File: config.mk
export PLATFORM = sky130hd
export DESIGN_NAME = qrd_givens_sched_flat
export DESIGN_NICKNAME = d
export VERILOG_FILES = /design/src/rtl/qrd_givens_sched_if.sv /design/src/rtl/qrd_givens_sched.sv /design/src/flat_wrapper.sv
export SDC_FILE = /design/constraint.sdc
export NUM_CORES = 1
export LEC_CHECK = 0
export ABC_AREA = 1
export BUFFER_PORTS_ARGS = -buffer_cell sky130_fd_sc_hd__buf_2
export CAP_MARGIN = 0
export CORE_MARGIN = 2
export CORE_UTILIZATION = 51
export DETAILED_ROUTE_END_ITERATION = 10
export GPL_TIMING_DRIVEN = 0
export PLACE_DENSITY_LB_ADDON = 0.3
export SLEW_MARGIN = 20
export SYNTH_ARGS = -nofsm -noshare
export SYNTH_HDL_FRONTEND = slang
export SYNTH_SLANG_ARGS = --single-unit
File: constraint.sdc
create_clock -name clk -period 1.5 [get_ports clk]
set_input_delay 0.075 -clock clk [delete_from_list [all_inputs] [get_ports clk]]
set_output_delay 0.075 -clock clk [all_outputs]
set_load 0.02 [all_outputs]
File: src/rtl/qrd_givens_sched_if.sv
// Handshake and buffer-control bundle between the QRD Givens scheduler and
// its surroundings (sample source, matrix buffer, CORDIC PEs, R consumer).
// Optional macro QRD_CYCLE_CNT_EN adds the cycle_cnt signal.
interface qrd_givens_sched_if #(
  parameter int ADDR_W = 4
);
  logic              valid_i;
  logic              in_ready;
  logic              wr_en;
  logic [ADDR_W-1:0] wr_addr;
  logic [ADDR_W-1:0] rd_addr;
  logic              vec_en;
  logic              rot_en;
  logic [3:0]        iter;
  logic              wb;
  logic [1:0]        row_top;
  logic [1:0]        row_bot;
  logic [1:0]        col;
  logic              out_valid;
  logic              out_ready;
  logic              busy;
  logic              done;
`ifdef QRD_CYCLE_CNT_EN
  logic [15:0]       cycle_cnt;
`endif

  // Scheduler side
  modport master (
    input  valid_i, out_ready,
`ifdef QRD_CYCLE_CNT_EN
    output cycle_cnt,
`endif
    output in_ready, wr_en, wr_addr, rd_addr, vec_en, rot_en, iter, wb,
           row_top, row_bot, col, out_valid, busy, done
  );

  // Environment side (sample source, buffer, PEs, R consumer)
  modport slave (
    output valid_i, out_ready,
`ifdef QRD_CYCLE_CNT_EN
    input  cycle_cnt,
`endif
    input  in_ready, wr_en, wr_addr, rd_addr, vec_en, rot_en, iter, wb,
           row_top, row_bot, col, out_valid, busy, done
  );
endinterface

File: src/rtl/qrd_givens_sched.sv
// Scheduler for the 4x4 complex QR-decomposition core.
// Loads a 16-sample matrix, walks the CORDIC PEs through the Givens schedule
// (PE1 vectoring, PE2 rotation), then streams R out of the matrix buffer.
// Optional macro QRD_CYCLE_CNT_EN: adds cycle_cnt, the length of the last
// VEC/ROT phase in clock cycles.
module qrd_givens_sched #(
  parameter int ROTATION_NUM = 14,
  parameter int ADDR_W       = 4
) (
  input  logic                clk,
  input  logic                rst_n,
  qrd_givens_sched_if.master  io_sched
);

  typedef enum logic [2:0] {
    S_IDLE,
    S_LOAD,
    S_VEC,
    S_ROT,
    S_OUT
  } state_t;

  localparam logic [3:0]        ITER_LAST = 4'(ROTATION_NUM - 1);
  localparam logic [3:0]        ITER_WB   = 4'(ROTATION_NUM);
  localparam logic [ADDR_W-1:0] ADDR_LAST = '1;
  localparam logic [ADDR_W-1:0] ADDR_ONE  = ADDR_W'(1);

  state_t            r_state;
  logic [ADDR_W-1:0] r_load_cnt;
  logic [ADDR_W-1:0] r_wr_addr;
  logic [ADDR_W-1:0] r_rd_addr;
  logic              r_wr_en;
  logic              r_vec_en;
  logic              r_rot_en;
  logic              r_wb;
  logic [3:0]        r_iter;
  logic [1:0]        r_row_top;
  logic [1:0]        r_row_bot;
  logic [1:0]        r_col;
  logic [1:0]        r_j;
  logic              r_out_valid;
  logic              r_busy;
  logic              r_done;
`ifdef QRD_CYCLE_CNT_EN
  logic [15:0]       r_cycle_cnt;
`endif

  logic w_in_ready;
  logic w_accept;

  // in_ready is the only output decoded straight from state
  assign w_in_ready = (r_state == S_IDLE) || (r_state == S_LOAD);
  assign w_accept   = io_sched.valid_i & w_in_ready;

  assign io_sched.in_ready  = w_in_ready;
  assign io_sched.wr_en     = r_wr_en;
  assign io_sched.wr_addr   = r_wr_addr;
  assign io_sched.rd_addr   = r_rd_addr;
  assign io_sched.vec_en    = r_vec_en;
  assign io_sched.rot_en    = r_rot_en;
  assign io_sched.iter      = r_iter;
  assign io_sched.wb        = r_wb;
  assign io_sched.row_top   = r_row_top;
  assign io_sched.row_bot   = r_row_bot;
  assign io_sched.col       = r_col;
  assign io_sched.out_valid = r_out_valid;
  assign io_sched.busy      = r_busy;
  assign io_sched.done      = r_done;
`ifdef QRD_CYCLE_CNT_EN
  assign io_sched.cycle_cnt = r_cycle_cnt;
`endif

  // Main FSM: load addressing, Givens step sequencing, R readout; all outputs registered
  always_ff @(posedge clk or negedge rst_n) begin
    if (!rst_n) begin
      r_state     <= S_IDLE;
      r_load_cnt  <= '0;
      r_wr_addr   <= '0;
      r_rd_addr   <= '0;
      r_wr_en     <= 1'b0;
      r_vec_en    <= 1'b0;
      r_rot_en    <= 1'b0;
      r_wb        <= 1'b0;
      r_iter      <= '0;
      r_row_top   <= '0;
      r_row_bot   <= '0;
      r_col       <= '0;
      r_j         <= '0;
      r_out_valid <= 1'b0;
      r_busy      <= 1'b0;
      r_done      <= 1'b0;
`ifdef QRD_CYCLE_CNT_EN
      r_cycle_cnt <= '0;
`endif
    end else begin
      // Write strobe and done are single-cycle pulses unless re-asserted below
      r_wr_en <= 1'b0;
      r_done  <= 1'b0;
      case (r_state)
        S_IDLE: begin
          if (w_accept) begin
            r_wr_en    <= 1'b1;
            r_wr_addr  <= '0;
            r_load_cnt <= ADDR_ONE;
            r_busy     <= 1'b1;
            r_state    <= S_LOAD;
          end
        end

        S_LOAD: begin
          if (w_accept) begin
            r_wr_en    <= 1'b1;
            r_wr_addr  <= r_load_cnt;
            r_load_cnt <= r_load_cnt + ADDR_ONE;
            if (r_load_cnt == ADDR_LAST) begin
              // Matrix complete: first step is vectoring (i=3, j=0) on column 0
              r_state   <= S_VEC;
              r_j       <= 2'd0;
              r_row_top <= 2'd2;
              r_row_bot <= 2'd3;
              r_col     <= 2'd0;
              r_vec_en  <= 1'b1;
              r_iter    <= '0;
`ifdef QRD_CYCLE_CNT_EN
              r_cycle_cnt <= '0;
`endif
            end
          end
        end

        S_VEC, S_ROT: begin
`ifdef QRD_CYCLE_CNT_EN
          r_cycle_cnt <= r_cycle_cnt + 16'd1;
`endif
          if (r_wb) begin
            // Writeback cycle ends the op; pick the next op of the schedule
            r_wb   <= 1'b0;
            r_iter <= '0;
            if (r_state == S_VEC) begin
              r_state  <= S_ROT;
              r_col    <= r_j + 2'd1;
              r_rot_en <= 1'b1;
            end else if (r_col != 2'd3) begin
              r_col    <= r_col + 2'd1;
              r_rot_en <= 1'b1;
            end else if ((r_row_bot - 2'd1) != r_j) begin
              // Same column j, move the Givens pair one row up
              r_state   <= S_VEC;
              r_row_bot <= r_row_bot - 2'd1;
              r_row_top <= r_row_top - 2'd1;
              r_col     <= r_j;
              r_vec_en  <= 1'b1;
            end else if (r_j != 2'd2) begin
              // Column j fully zeroed below the diagonal, restart at the bottom row
              r_state   <= S_VEC;
              r_j       <= r_j + 2'd1;
              r_row_bot <= 2'd3;
              r_row_top <= 2'd2;
              r_col     <= r_j + 2'd1;
              r_vec_en  <= 1'b1;
            end else begin
              // Last Givens step done: R is in the buffer
              r_state     <= S_OUT;
              r_j         <= '0;
              r_row_bot   <= '0;
              r_row_top   <= '0;
              r_col       <= '0;
              r_out_valid <= 1'b1;
              r_rd_addr   <= '0;
            end
          end else if (r_iter == ITER_LAST) begin
            // Micro-rotations finished: PE result written back to the lower row
            r_vec_en  <= 1'b0;
            r_rot_en  <= 1'b0;
            r_wb      <= 1'b1;
            r_wr_en   <= 1'b1;
            r_wr_addr <= ADDR_W'({r_row_bot, r_col});
            r_iter    <= ITER_WB;
          end else begin
            r_iter <= r_iter + 4'd1;
          end
        end

        S_OUT: begin
          if (r_out_valid && io_sched.out_ready) begin
            if (r_rd_addr == ADDR_LAST) begin
              r_out_valid <= 1'b0;
              r_done      <= 1'b1;
              r_busy      <= 1'b0;
              r_rd_addr   <= '0;
              r_load_cnt  <= '0;
              r_state     <= S_IDLE;
            end else begin
              r_rd_addr <= r_rd_addr + ADDR_ONE;
            end
          end
        end

        default: r_state <= S_IDLE;
      endcase
    end
  end

endmodule

File: src/flat_wrapper.sv
// flat-port wrapper written by rule: the top's interface ports become plain ports
module qrd_givens_sched_flat 
#(
  parameter int ROTATION_NUM = 14,
  parameter int ADDR_W       = 4
)
  (clk, rst_n, io_sched_valid_i, io_sched_out_ready, io_sched_in_ready, io_sched_wr_en, io_sched_wr_addr, io_sched_rd_addr, io_sched_vec_en, io_sched_rot_en, io_sched_iter, io_sched_wb, io_sched_row_top, io_sched_row_bot, io_sched_col, io_sched_out_valid, io_sched_busy, io_sched_done);
  qrd_givens_sched_if #(.ADDR_W(ADDR_W)) io_sched_i ();
  input  logic clk;
  input  logic rst_n;
  input wire logic [$bits(io_sched_i.valid_i)-1:0] io_sched_valid_i;
  input wire logic [$bits(io_sched_i.out_ready)-1:0] io_sched_out_ready;
  output wire logic [$bits(io_sched_i.in_ready)-1:0] io_sched_in_ready;
  output wire logic [$bits(io_sched_i.wr_en)-1:0] io_sched_wr_en;
  output wire logic [$bits(io_sched_i.wr_addr)-1:0] io_sched_wr_addr;
  output wire logic [$bits(io_sched_i.rd_addr)-1:0] io_sched_rd_addr;
  output wire logic [$bits(io_sched_i.vec_en)-1:0] io_sched_vec_en;
  output wire logic [$bits(io_sched_i.rot_en)-1:0] io_sched_rot_en;
  output wire logic [$bits(io_sched_i.iter)-1:0] io_sched_iter;
  output wire logic [$bits(io_sched_i.wb)-1:0] io_sched_wb;
  output wire logic [$bits(io_sched_i.row_top)-1:0] io_sched_row_top;
  output wire logic [$bits(io_sched_i.row_bot)-1:0] io_sched_row_bot;
  output wire logic [$bits(io_sched_i.col)-1:0] io_sched_col;
  output wire logic [$bits(io_sched_i.out_valid)-1:0] io_sched_out_valid;
  output wire logic [$bits(io_sched_i.busy)-1:0] io_sched_busy;
  output wire logic [$bits(io_sched_i.done)-1:0] io_sched_done;
  assign io_sched_i.valid_i = io_sched_valid_i;
  assign io_sched_i.out_ready = io_sched_out_ready;
  assign io_sched_in_ready = io_sched_i.in_ready;
  assign io_sched_wr_en = io_sched_i.wr_en;
  assign io_sched_wr_addr = io_sched_i.wr_addr;
  assign io_sched_rd_addr = io_sched_i.rd_addr;
  assign io_sched_vec_en = io_sched_i.vec_en;
  assign io_sched_rot_en = io_sched_i.rot_en;
  assign io_sched_iter = io_sched_i.iter;
  assign io_sched_wb = io_sched_i.wb;
  assign io_sched_row_top = io_sched_i.row_top;
  assign io_sched_row_bot = io_sched_i.row_bot;
  assign io_sched_col = io_sched_i.col;
  assign io_sched_out_valid = io_sched_i.out_valid;
  assign io_sched_busy = io_sched_i.busy;
  assign io_sched_done = io_sched_i.done;
  qrd_givens_sched #(.ROTATION_NUM(ROTATION_NUM), .ADDR_W(ADDR_W)) u_core (.clk(clk), .rst_n(rst_n), .io_sched(io_sched_i));
endmodule
==> results.sh <==
export IMPL_status="finished, final reports clean"
export IMPL_finClkSkew_ps=7.218
export IMPL_cp_startpoint="u_core.io_sched.row_bot[1]$_DFFE_PN0P_"
export IMPL_grt_max_degree=35
export IMPL_rrSetupSlack_ps=20
export IMPL_synth_cells=260
export IMPL_synth_distinct_cells=33
export IMPL_crit_type="reg2reg"
export IMPL_ys_ff_latch=34
export IMPL_vias_per_cell=5.205
export IMPL_slew_headroom=0.4981
export IMPL_critPathTopFamily="simple AND/OR/NAND/NOR gates"
export IMPL_crit_top_cell="nand2_1"
export IMPL_finalPower_mw=5.468
export IMPL_rsz0062_at_grt="yes"
export IMPL_avgSynthCellArea_sq_um=7.839
export IMPL_netlist_area_sq_um=2038
export IMPL_h_tree_depth=2
export IMPL_vias=1900
export IMPL_antenna_found_initial=0
export IMPL_wl_per_cell_um=12.96
export IMPL_cp_cell_sequence="inv_1, nand2_2, nand3_1, nand3_4, nor2_1, nor2_2, nand2_1, nand2_1, nand2_1"
export IMPL_crit_buf_inv=1
export IMPL_first_pass_iters=4
export IMPL_io_pins=30
export IMPL_yosysWarnings=0
export IMPL_cts_sinks=34
export IMPL_clk_path_buf_depth=2
export IMPL_r2r_end="u_core.io_sched.row_top[1]$_DFFE_PN0P_"
export IMPL_placed_area_sq_um=2256
export IMPL_worst_ep_required_time_ps=1680
export IMPL_fillers=296
export IMPL_tns_ps=0
export IMPL_fin_area_sq_um=2679
export IMPL_hp_class="in2reg"
export IMPL_drive_gt1_frac=0.3565
export IMPL_ys_seq_area_frac=0.4174
export IMPL_grt_pass1_vias=1629
export IMPL_setup_viol=0
export IMPL_tightest_slew_ps=752.9
export IMPL_max_cap_violations=0
export IMPL_overflow=0
export IMPL_grt_usage=0.2096
export IMPL_area_growth_syn_to_layout_pct=31.43
export IMPL_p_leak_nw=1.306
export IMPL_diodes=0
export IMPL_clock_fmax_mhz=677.3
export IMPL_cp_max_fo=6
export IMPL_gp_congestion=0.8461
export IMPL_cts_tree="yes"
export IMPL_worstPathArrival_ps=1660
export IMPL_core_area_sq_um=3744
export IMPL_min_to="u_core.io_sched.done$_DFF_PN0_"
export IMPL_r2r_start="u_core.io_sched.row_bot[1]$_DFFE_PN0P_"
export IMPL_layout_setup_ws_ps=23.64
export IMPL_hold_depth=3
export IMPL_clk_latency_ps=280
export IMPL_rows=22
export IMPL_cpMaxStageDelayCell="dfrtp_1"
export IMPL_hold_start="io_sched_out_ready"
export IMPL_drc_errors=0
export IMPL_dieArea_sq_um=4518
export IMPL_grt_first_pass_wirelength_um=7148
export IMPL_final_max_slew_violation_count=0
export IMPL_period_minus_slack_ps=1476
export IMPL_nets=329
export IMPL_numCtsBuffers=5
export IMPL_vdd_ir_drop_max_mv=1.083
export IMPL_path_clk_slew_ps=70
export IMPL_synth_nets=272
export IMPL_period_share=0.9842
export IMPL_endpoint_kind="register"
export IMPL_first_iter_violations=101
export IMPL_wirelength_um=4730
export IMPL_startpoint_type="register"
export IMPL_hpwl_um=3061
export IMPL_hold_violations=0
export IMPL_post_route_util=0.7156
export IMPL_port_buffers=29
export IMPL_place_ws_ps=-102.3
export IMPL_dieWidth_um=67.22
export IMPL_initial_utilization=0.5445
export IMPL_slowest_delay_ps=490
export IMPL_worstRegToRegCells=9
export IMPL_die_y_um=67.22
export IMPL_cts_root_buf="clkbuf_8"
export IMPL_p_per_area_nw_per_um2=2041
export IMPL_ant_nets=0
## flip-flops by register name (all words and copies together) (netlist names)
register and count:
u_core.io_sched.row_bot 2, u_core.io_sched.wr_addr 4, u_core.io_sched.rd_addr 4, u_core.io_sched.vec_en 1, u_core.r_j 2, u_core.io_sched.wr_en 1, u_core.io_sched.busy 1, u_core.io_sched.done 1
u_core.io_sched.col 2, u_core.io_sched.iter 4, u_core.io_sched.out_valid 1, u_core.io_sched.rot_en 1, u_core.r_state 3, u_core.io_sched.wb 1, u_core.io_sched.row_top 2, u_core.r_load_cnt 4
## synthesized netlist by cell type, drive strengths merged
| cell | n | area, sq um |
|---|---|---|
| nand2 | 77 | 319.1 |
| dfrtp | 34 | 850.8 |
| inv | 31 | 121.4 |
| nor2 | 28 | 146.4 |
| nand3 | 27 | 165.2 |
| o21ai | 24 | 131.4 |
| a21oi | 9 | 45.04 |
| ha | 8 | 100.1 |
| a22oi | 3 | 22.52 |
| or2 | 3 | 18.77 |
| xnor2 | 3 | 26.28 |
| xor2 | 3 | 26.28 |
| o22ai | 2 | 12.51 |
| a21o | 1 | 7.510 |
| a31oi | 1 | 6.260 |
| buf | 1 | 5.000 |
| nand3b | 1 | 7.510 |
| nor3 | 1 | 5.000 |
| nor3b | 1 | 7.510 |
| nor4 | 1 | 6.260 |
| o211ai | 1 | 7.510 |
## worst register-to-register path, cell delays in order, from the launching register on
cell     delay, ps
dfrtp_1        490
inv_1          110
nand2_2        100
nand3_1        140
nand3_4        150
nor2_1          60
nor2_2         150
nand2_1         70
nand2_1         60
nand2_1         50
## final cells by class
type / instances / area [sq um] / area share
multi-input cells: 194 / 1237 / 0.4619
flip-flops and latches: 34 / 857.1 / 0.3199
inverters: 31 / 131.4 / 0.04904
repair buffers: 50 / 305.3 / 0.1140
well taps: 48 / 60.06 / 0.02242
plain buffers: 1 / 11.26 / 0.004204
clock buffers: 7 / 76.32 / 0.02849
## where the power goes
part,switching (mW),internal (mW),total [mW]
logic,2.03,1.29,3.31
clock network,0.320,0.320,0.639
registers,0.286,1.23,1.51
total,2.63,2.83,5.47
## stage by stage
stage	hold WS, ps	std cells
after global routing	133.0	365
final	110.5	365
after CTS	73.26	350
after detailed placement	189.6	337
after global placement	193.4	337
after floorplan	-220.6	260
## repair_timing
item | 4_1_cts | 5_1_grt
buffers inserted | 5 | 15
setup endpoints to repair | 18 | 25
endpoints found under the hold margin | 34 | 0
hold buffers | 1 | 0
gates cloned | 0 | 0
pin swaps | 3 | 14
resized for setup | 11 | 39
## layer usage
metal,vias up,wire [um],part of all wire,global-route usage
li1,956,-,-,-
met1,893,2141,0.45,0.2801
met2,44,2347,0.50,0.3416
met3,7,185,0.039,0.04167
met4,0,55,0.012,0.06888
met5,-,0,0,0
## worst max path at each step
stage | to | slack (ps) | depth (start not counted)
after floorplan | u_core.io_sched.rd_addr[2]$_DFFE_PN0P_ | 3 | 8
after global placement | u_core.r_state[1]$_DFFE_PN0P_ | -90 | 10
after detailed placement | u_core.r_state[1]$_DFFE_PN0P_ | -100 | 10
after CTS | u_core.io_sched.row_top[1]$_DFFE_PN0P_ | -0.8 | 11
after global routing | u_core.io_sched.row_bot[0]$_DFFE_PN0P_ | -90 | 9
final | u_core.io_sched.row_top[1]$_DFFE_PN0P_ | 20 | 9
## cells in the final DEF, fill, tap and decap left out, drive strengths merged
cell type and instances:
nand2 77, clkinv 1, o21ai 24, a22oi 3
clkbuf 7, a31oi 1, a21o 1, nand3 27
ha 8, nor3 1, xnor2 3, dlygate4sd3 1
nor4 1, nand3b 1, inv 30, a21oi 9
or2 3, o211ai 1, dfrtp 34, xor2 3
nor2 28, nor3b 1, buf 50, o22ai 2
## cell families (layout without fill, tap and decap cells)
group,after synthesis,after routing,synth area share
compound gates,41,41,0.1142
xor+xnor,6,6,0.02579
fa+ha+maj,8,8,0.04911
buf+inv,32,89,0.06200
flops,34,34,0.4174
simple gates,139,139,0.3315
No activity file was read; power rests on OpenSTA's default activity.
